### config.mk
export PLATFORM = sky130hd
export DESIGN_NAME = mixffn_seq
export DESIGN_NICKNAME = d
export VERILOG_FILES = /design/src/rtl/mixffn_seq.sv
export SDC_FILE = /design/constraint.sdc
export NUM_CORES = 1
export LEC_CHECK = 0
export BUFFER_PORTS_ARGS = -buffer_cell sky130_fd_sc_hd__buf_2
export CORE_UTILIZATION = 45
export CTS_CLUSTER_SIZE = 28
export DETAILED_ROUTE_END_ITERATION = 10
export GPL_ROUTABILITY_DRIVEN = 0
export HOLD_SLACK_MARGIN = 0.03
export PLACE_DENSITY = 0.81
export SLEW_MARGIN = 20
export SYNTH_ARGS = -nofsm -noshare
export SYNTH_HDL_FRONTEND = slang
export SYNTH_SLANG_ARGS = --single-unit
### constraint.sdc
create_clock -name clk -period 2.2 [get_ports clk]
set_clock_uncertainty 0.1 [all_clocks]
set_input_delay 0.22 -clock clk [delete_from_list [all_inputs] [get_ports clk]]
set_output_delay 0.22 -clock clk [all_outputs]
set_load 0.005 [all_outputs]
### src/rtl/mixffn_seq.sv
// rtl/mixffn_seq.sv - stage sequencer and stream adapter driving the mixffn fc1/dwconv/gelu/fc2 pipeline
// One token in flight: load IN_LEN beats, step through each stage's completion, present fc2 sum downstream.
module mixffn_seq #(
    parameter int IN_LEN  = 9,
    parameter int TIMEOUT = 1024
) (
    input  logic        clk,
    input  logic        rst,
    input  logic        s_valid,
    output logic        s_ready,
    input  logic [9:0]  s_data,
    output logic [9:0]  in_data,
    output logic        in_valid_fc1,
    output logic        in_valid_dwconv,
    output logic        in_valid_gelu,
    output logic        in_valid_fc2,
    input  logic        out_valid_fc1,
    input  logic        out_valid_dwconv,
    input  logic        out_valid_gelu,
    input  logic        out_valid,
    input  logic [15:0] sum,
    output logic        m_valid,
    input  logic        m_ready,
    output logic [15:0] m_data,
    output logic        busy,
    output logic        timeout_err,
    output logic [15:0] tokens_done
);

    typedef enum logic [2:0] {
        S_IDLE,
        S_LOAD,
        S_WAIT_FC1,
        S_WAIT_DW,
        S_WAIT_GELU,
        S_WAIT_FC2,
        S_OUT
    } state_t;

    localparam logic [7:0]  LAST_BEAT  = 8'(IN_LEN - 1);
    localparam logic [15:0] WAIT_LIMIT = 16'(TIMEOUT - 1);

    state_t      state_q, state_d;
    logic [7:0]  beat_q, beat_d;
    logic [15:0] wait_q, wait_d;
    logic [9:0]  in_data_q, in_data_d;
    logic [3:0]  strobe_q, strobe_d;   // {fc2, gelu, dwconv, fc1}
    logic [15:0] m_data_q, m_data_d;
    logic        busy_q, busy_d;
    logic        timeout_err_q, timeout_err_d;
    logic [15:0] tokens_q, tokens_d;
    logic        flag;
    logic        timed_out;

    always_comb begin
        state_d       = state_q;
        beat_d        = beat_q;
        wait_d        = wait_q;
        in_data_d     = in_data_q;
        strobe_d      = 4'b0000;
        m_data_d      = m_data_q;
        timeout_err_d = timeout_err_q;
        tokens_d      = tokens_q;
        flag          = 1'b0;

        // Only the flag belonging to the stage being waited on is looked at.
        case (state_q)
            S_WAIT_FC1:  flag = out_valid_fc1;
            S_WAIT_DW:   flag = out_valid_dwconv;
            S_WAIT_GELU: flag = out_valid_gelu;
            S_WAIT_FC2:  flag = out_valid;
            default:     flag = 1'b0;
        endcase
        timed_out = (wait_q == WAIT_LIMIT) && !flag;

        case (state_q)
            S_IDLE: begin
                if (s_valid) begin
                    state_d = S_LOAD;
                    beat_d  = 8'd0;
                end
            end
            S_LOAD: begin
                if (s_valid) begin
                    in_data_d   = s_data;
                    strobe_d[0] = 1'b1;
                    beat_d      = beat_q + 8'd1;
                    if (beat_q == LAST_BEAT) begin
                        state_d = S_WAIT_FC1;
                        wait_d  = 16'd0;
                    end
                end
            end
            S_WAIT_FC1, S_WAIT_DW, S_WAIT_GELU, S_WAIT_FC2: begin
                wait_d = wait_q + 16'd1;
                if (flag) begin
                    wait_d = 16'd0;
                    case (state_q)
                        S_WAIT_FC1: begin
                            strobe_d[1] = 1'b1;
                            state_d     = S_WAIT_DW;
                        end
                        S_WAIT_DW: begin
                            strobe_d[2] = 1'b1;
                            state_d     = S_WAIT_GELU;
                        end
                        S_WAIT_GELU: begin
                            strobe_d[3] = 1'b1;
                            state_d     = S_WAIT_FC2;
                        end
                        default: begin
                            m_data_d = sum;
                            state_d  = S_OUT;
                        end
                    endcase
                end else if (timed_out) begin
                    timeout_err_d = 1'b1;
                    state_d       = S_IDLE;
                end
            end
            S_OUT: begin
                if (m_ready) begin
                    tokens_d = tokens_q + 16'd1;
                    state_d  = S_IDLE;
                end
            end
            default: state_d = S_IDLE;
        endcase

        busy_d = (state_d != S_IDLE);
    end

    always_ff @(posedge clk or posedge rst) begin
        if (rst) begin
            state_q       <= S_IDLE;
            beat_q        <= 8'd0;
            wait_q        <= 16'd0;
            in_data_q     <= 10'd0;
            strobe_q      <= 4'b0000;
            m_data_q      <= 16'd0;
            busy_q        <= 1'b0;
            timeout_err_q <= 1'b0;
            tokens_q      <= 16'd0;
        end else begin
            state_q       <= state_d;
            beat_q        <= beat_d;
            wait_q        <= wait_d;
            in_data_q     <= in_data_d;
            strobe_q      <= strobe_d;
            m_data_q      <= m_data_d;
            busy_q        <= busy_d;
            timeout_err_q <= timeout_err_d;
            tokens_q      <= tokens_d;
        end
    end

    assign s_ready         = (state_q == S_LOAD);
    assign m_valid         = (state_q == S_OUT);
    assign in_data         = in_data_q;
    assign in_valid_fc1    = strobe_q[0];
    assign in_valid_dwconv = strobe_q[1];
    assign in_valid_gelu   = strobe_q[2];
    assign in_valid_fc2    = strobe_q[3];
    assign m_data          = m_data_q;
    assign busy            = busy_q;
    assign timeout_err     = timeout_err_q;
    assign tokens_done     = tokens_q;

endmodule
==> results of run 1 <==
==> repair_timing <==
action	in CTS	in global routing
endpoints found under the setup margin	1	25
endpoints found under the hold margin	53	0
hold buffers	27	0
gates resized for setup	1	8
==> worst max-delay path, cell delays in order (launching register included) <==
cell and delay (ns):
dfrtp_2 0.43, inv_1 0.09, ha_1 0.39, nand2_2 0.10
or3_1 0.40, buf_12 0.18, mux2_4 0.30
==> metrics by stage <==
step           std cells  hold slack, ns  instance area [um^2]  util [%]   TNS, ns
2_1_floorplan        325          0.2685                  3617         -         0
6_report             558          0.1634                  4761     61.61         0
3_5_place_dp         515          0.2264                  4254     55.05  -0.02745
3_3_place_gp         515          0.2253                  4254     55.05         0
5_1_grt              558          0.1632                  4761     61.61         0
4_1_cts              558          0.1463                  4738     61.32         0
==> power by group through the flow <==
stage	sequential (uW)	clock [uW]	combinational, uW
after floorplan	1690	0	430
after global placement	1700	0	701
after detailed placement	1720	0	728
after CTS	1690	1140	770
after global routing	1730	1190	871
final	1700	1110	788
==> final timing paths <==
path | cells after the start | start | end
min | 4 | m_ready | state_q[1]
max reg2reg | 6 | state_q[2] | m_data[7]
min reg2reg | 1 | timeout_err | timeout_err
min in group asynchronous | 3 | rst | tokens_done[6]
max in group asynchronous | 4 | rst | state_q[2]
max | 6 | state_q[2] | m_data[7]
==> per-layer routing <==
metal | GRT usage [%] | up-vias
met5 | 0 | -
li1 | - | 1413
met3 | 4.146 | 21
met2 | 38.10 | 114
met1 | 27.81 | 1462
met4 | 9.921 | 0
==> cells in the mapped netlist, types with 3 or more instances <==
| master | number |
|---|---|
| nand4_1 | 6 |
| nor2_1 | 17 |
| clkbuf_1 | 9 |
| nor3_1 | 6 |
| mux2_4 | 10 |
| dfrtp_1 | 75 |
| ha_1 | 6 |
| xnor2_1 | 16 |
| o21ai_0 | 19 |
| a22o_1 | 3 |
| or3_1 | 3 |
| o41ai_1 | 3 |
| mux2_2 | 17 |
| a211oi_1 | 4 |
| mux2i_1 | 5 |
| a21oi_1 | 7 |
| inv_1 | 15 |
| o31ai_1 | 8 |
| a31oi_1 | 3 |
| nand3_1 | 18 |
| and2_1 | 6 |
| and3_1 | 5 |
| nand2_1 | 24 |
| xor2_1 | 3 |
==> flip-flops by register name, indices dropped and copies added, names as in the netlist <==
register     cells
state_q          3
m_data          16
in_data         10
wait_q          16
busy             1
beat_q           8
strobe_q         4
timeout_err      1
tokens_done     16
==> kinds of logic (layout without fill, tap and decap cells) <==
logic type / count (synthesis) / after routing / synth area share [%]
adder cells (fa/ha/maj): 6 / 6 / 2.078
multiplexers: 32 / 32 / 10.84
AND/OR/NAND/NOR: 103 / 103 / 15.34
AO/OA/AOI/OAI: 61 / 61 / 11.25
XOR/XNOR: 19 / 19 / 4.605
flip-flops: 75 / 75 / 51.94
buffers and inverters: 29 / 160 / 3.947
==> layout make-up <==
type,count,area [um^2]
fill,578,2967
sequential,75,1879
multi-input combinational,221,1622
timing repair buffer,129,865.8
tap,102,127.6
clock buffer,9,123.9
clock inverter,7,82.58
inverter,15,60.06
==> impl_metrics.toml, run 1 <==
[logic_synthesis]
yosysWarningCount = 0
yosysSeqAreaShare_pct = 51.94
synth_async_sr_flop_share_pct = 100.0
yosysUniqueCellTypes = 50
netlist_area_um2 = 3613
synth_cells = 325
synthDominantCellAreaShare_pct = 51.94
yosys.area.top_type = "dfrtp_1"
synth-edff-count = 0
avgSynthCellArea_um2 = 11.12
synthTopCellsByArea = "dfrtp_1 52%, mux2_2 5.3%, mux2_4 4.2%"
syn_nets = 365
ys_ff_latch = 75
synthFlopType = "dfrtp_1"

[pwr]
p_per_area_nw_per_um2 = 755.4
power_frac_comb_pct = 21.9
p_seq_share_pct = 47.2
switching_share_pct = 30.06
leakagePower_uw = 0.002357
p_clk_share_pct = 30.8
p_sw_uw = 1081
power_uw = 3597
irDropWorstVdd_mv = 0.3264
p_int_uw = 2515

[detailed_routing]
wl_per_cell_um = 15.55
drt_iter0_drc = 177
wl_met3_um = 426
antenna_left = 0
drt_drc_violations_left = 0
wl_met1_um = 3760
dr.pass1.iters = 4
routed_wl_um = 8676
routed_via_density = 5.394
dr.max_layer_used = "met4"
routed-wl-met2_um = 4254
vias = 3010

[run_status]
status = "complete, no violations"

[grt]
track_usage_pct = 22.41
antenna_found_initial = 0
grt_max_degree = 49
grt.overflow.total = 0
grt_pass1_wl_um = 14780
grt_pass1_vias = 3091

[final_layout]
layout.nets = 491
final_cell_mix = "83 x buf_2, 73 x dfrtp_1, 27 x dlygate4sd3_1"
final_common_cell = "buf_2"
diodes = 0
layout-area-overhead-vs-synth_pct = 31.75
drive_gt1_share_pct = 35.53

[worst_setup_path]
endpoint_kind = "flop"
r2r_slack_ns = 0.09
critPathKind = "flop to flop"
cp_max_fo = 16
start_kind = "flop"
cp.arrival_ns = 2.25
required_ns = 2.34

[timing]
min_period_ns = 2.114
finalSetupViolCount = 0
tightest_slew_ns = 0.6248
max-slew-margin-rel_pct = 58.26
fmax_ghz = 0.4730
min_period_over_period_pct = 96.10
timing.final.hold_violations = 0
rsz0062_at_grt = "false"
setup_ws_ns = 0.08572
maxSlewViolCount = 0

[cts]
clock_tree.buffer_depth = 2
clk_latency_ns = 0.35
cts-root-buf = "clkbuf_8"
cts.sinks = 75
clk_pin_slew_ns = 0.09
post_cts_buffers = 0
numCtsBuffers = 9
cts_tree = "done"
htree_num_levels = 3

[floorplan]
fp.coreArea_um2 = 7727
rows = 32
start_util_pct = 46.76
die_h_um = 91.61
ios = 84
die_area_um2 = 8392
die_w_um = 91.61

[flow_run]
maxCapViolCount = 0

[placement]
dp_slack_ns = -0.02745
dp_hpwl_um = 5815
numPortBuffers = 83

[min_path]
hold_class = "input port to flop"
No activity file was read; power rests on OpenSTA's default activity.
==> run 2: changes to the inputs <==
Settings changed: SETUP_SLACK_MARGIN set to 0.3.
==> run 2 against run 1 <==
Compared with the run above: sequential power is essentially flat; count of clock-buffer cells in the layout grew 1; non-clock buffer count up 10; critical path type unchanged; critical endpoint is now m_data[2]; highest routed layer unchanged; sequential cell count unchanged; combinational power grew 13%; via count grew 5.2%; largest power group unchanged.
==> impl_metrics.toml, run 2 (synthesis gave the netlist of run 1 again) <==
[detailed_routing]
vias = 3167
drt_drc_violations_left = 0
wl_per_cell_um = 17.14
routed_via_density = 5.546
routed_wl_um = 9785
antenna_left = 0
dr.pass1.iters = 4
drt_iter0_drc = 273

[worst_setup_path]
slowest_delay_ns = 0.47
critical_path_buf_inv_count = 1
required_ns = 2.34
critPathKind = "flop to flop"
cp_slowest_cell = "dfrtp_2"
worstPathCellList = "mux2i_4 > o22ai_4 > nand2_2 > or3_4 > buf_12 > mux2_4"
r2r_cells = 6
crit_family = "multiplexers"
crit_cells = 6
endpoint_kind = "flop"
start_kind = "flop"
cp_max_fo = 16
r2r_slack_ns = 0.20
cp.arrival_ns = 2.14

[run_status]
status = "complete, no violations"

[floorplan]
start_util_pct = 46.76
die_w_um = 91.61
ios = 84
fp.coreArea_um2 = 7727
rows = 32
die_area_um2 = 8392
die_h_um = 91.61

[timing]
finalSetupViolCount = 0
tightest_slew_ns = 0.5410
fmax_ghz = 0.4993
rsz0062_at_grt = "true"
maxSlewViolCount = 0
min_period_ns = 2.003
min_period_over_period_pct = 91.03
timing.final.hold_violations = 0
max-slew-margin-rel_pct = 63.93
holdWs_ns = 0.2289
setup_tns_ns = 0

[final_layout]
layout.nets = 504
final_cell_mix = "83 x buf_2, 72 x dfrtp_1, 27 x dlygate4sd3_1, 27 x buf_4, 21 x nand2_1"
fin_cells = 571
layout-area-overhead-vs-synth_pct = 39.99
diodes = 0
final_common_cell = "buf_2"
drive_gt1_share_pct = 44.14

[pwr]
p_per_area_nw_per_um2 = 732.5
irDropWorstVdd_mv = 0.3212
leakagePower_uw = 0.002435
power_uw = 3705

[cts]
cts-root-buf = "clkbuf_8"
cts.sinks = 75
numCtsBuffers = 9
clk_pin_slew_ns = 0.08
clk_latency_ns = 0.35
clock_tree.buffer_depth = 2
htree_num_levels = 3
cts_tree = "done"

[min_path]
hold_class = "input port to flop"
whs_path_depth = 4

[flow_run]
maxCapViolCount = 0

[placement]
numPortBuffers = 83
dp_hpwl_um = 5650
dp_cells = 512

[grt]
busiest_layer = "met2"
grt_max_degree = 44
grt.overflow.total = 0
grtUsageMet2_pct = 40.98
grtUsageMet3_pct = 3.980
use_met1_pct = 27.90
antenna_found_initial = 0
grt_pass1_wl_um = 15340
track_usage_pct = 23.36
grt_pass1_vias = 3178
run 2: changes by cell type in the layout (fill, tap and decap cells not counted), moves of 3 or more:
cell | previous run | this run
a211oi_1 | 4 | 0
a211oi_2 | 0 | 4
buf_4 | 16 | 27
o21ai_0 | 19 | 8
o21ai_1 | 0 | 8
nand2_2 | 1 | 4
nand2_1 | 24 | 21
o21ai_2 | 0 | 3
run 2: through the flow:
| stage | instance area (um^2) | util (%) | setup slack [ns] |
|---|---|---|---|
| after global placement | 4247 | 54.95 | 0.1010 |
| final | 5059 | 65.46 | 0.1974 |
| after global routing | 5059 | 65.46 | 0.1529 |
| after floorplan | 3670 | - | 0.1440 |
| after detailed placement | 4247 | 54.95 | -0.007291 |
| after CTS | 4903 | 63.46 | 0.2049 |
run 2: power by group:
| part | total [uW] | switching, uW | internal (uW) |
|---|---|---|---|
| Clock | 1100 | 539 | 564 |
| Sequential | 1710 | 155 | 1560 |
| Combinational | 891 | 436 | 454 |
run 2: timing repair:
item                       CTS  global route
resized for setup           24            27
buffers inserted             9             4
setup endpoints to repair   55            55
hold endpoints to repair   101             0
pin swaps                    3             6
gates cloned                 2             1
hold buffers                27             0
run 2: worst min-delay path: stages:
cell and delay [ns]:
buf_2 0.13, nor3_1 0.09, o32ai_2 0.12, inv_1 0.06
run 2: path summary, 6_finish.rpt:
check	start	to
min in group asynchronous	rst	busy
worst min register to register	tokens_done[15]	tokens_done[15]
worst min-delay path	m_ready	state_q[1]
worst max-delay path	state_q[0]	m_data[2]
max in group asynchronous	rst	state_q[0]
worst max register to register	state_q[0]	m_data[2]
run 2: metal layers:
metal  vias to the layer above  wire length (um)
met4                         0               265
met1                      1571              4000
met5                         -                 0
li1                       1450                 -
met2                       121              5008
met3                        25               510
run 2: area by class of cell:
type | instances | area (um^2)
flip-flops and latches | 75 | 1881
fillers | 539 | 2669
well taps | 102 | 127.6
repair inverters | 1 | 5.005
clock inverters | 6 | 71.32
multi-input cells | 223 | 1851
inverters | 15 | 66.31
clock buffers | 10 | 137.6
repair buffers | 139 | 919.6
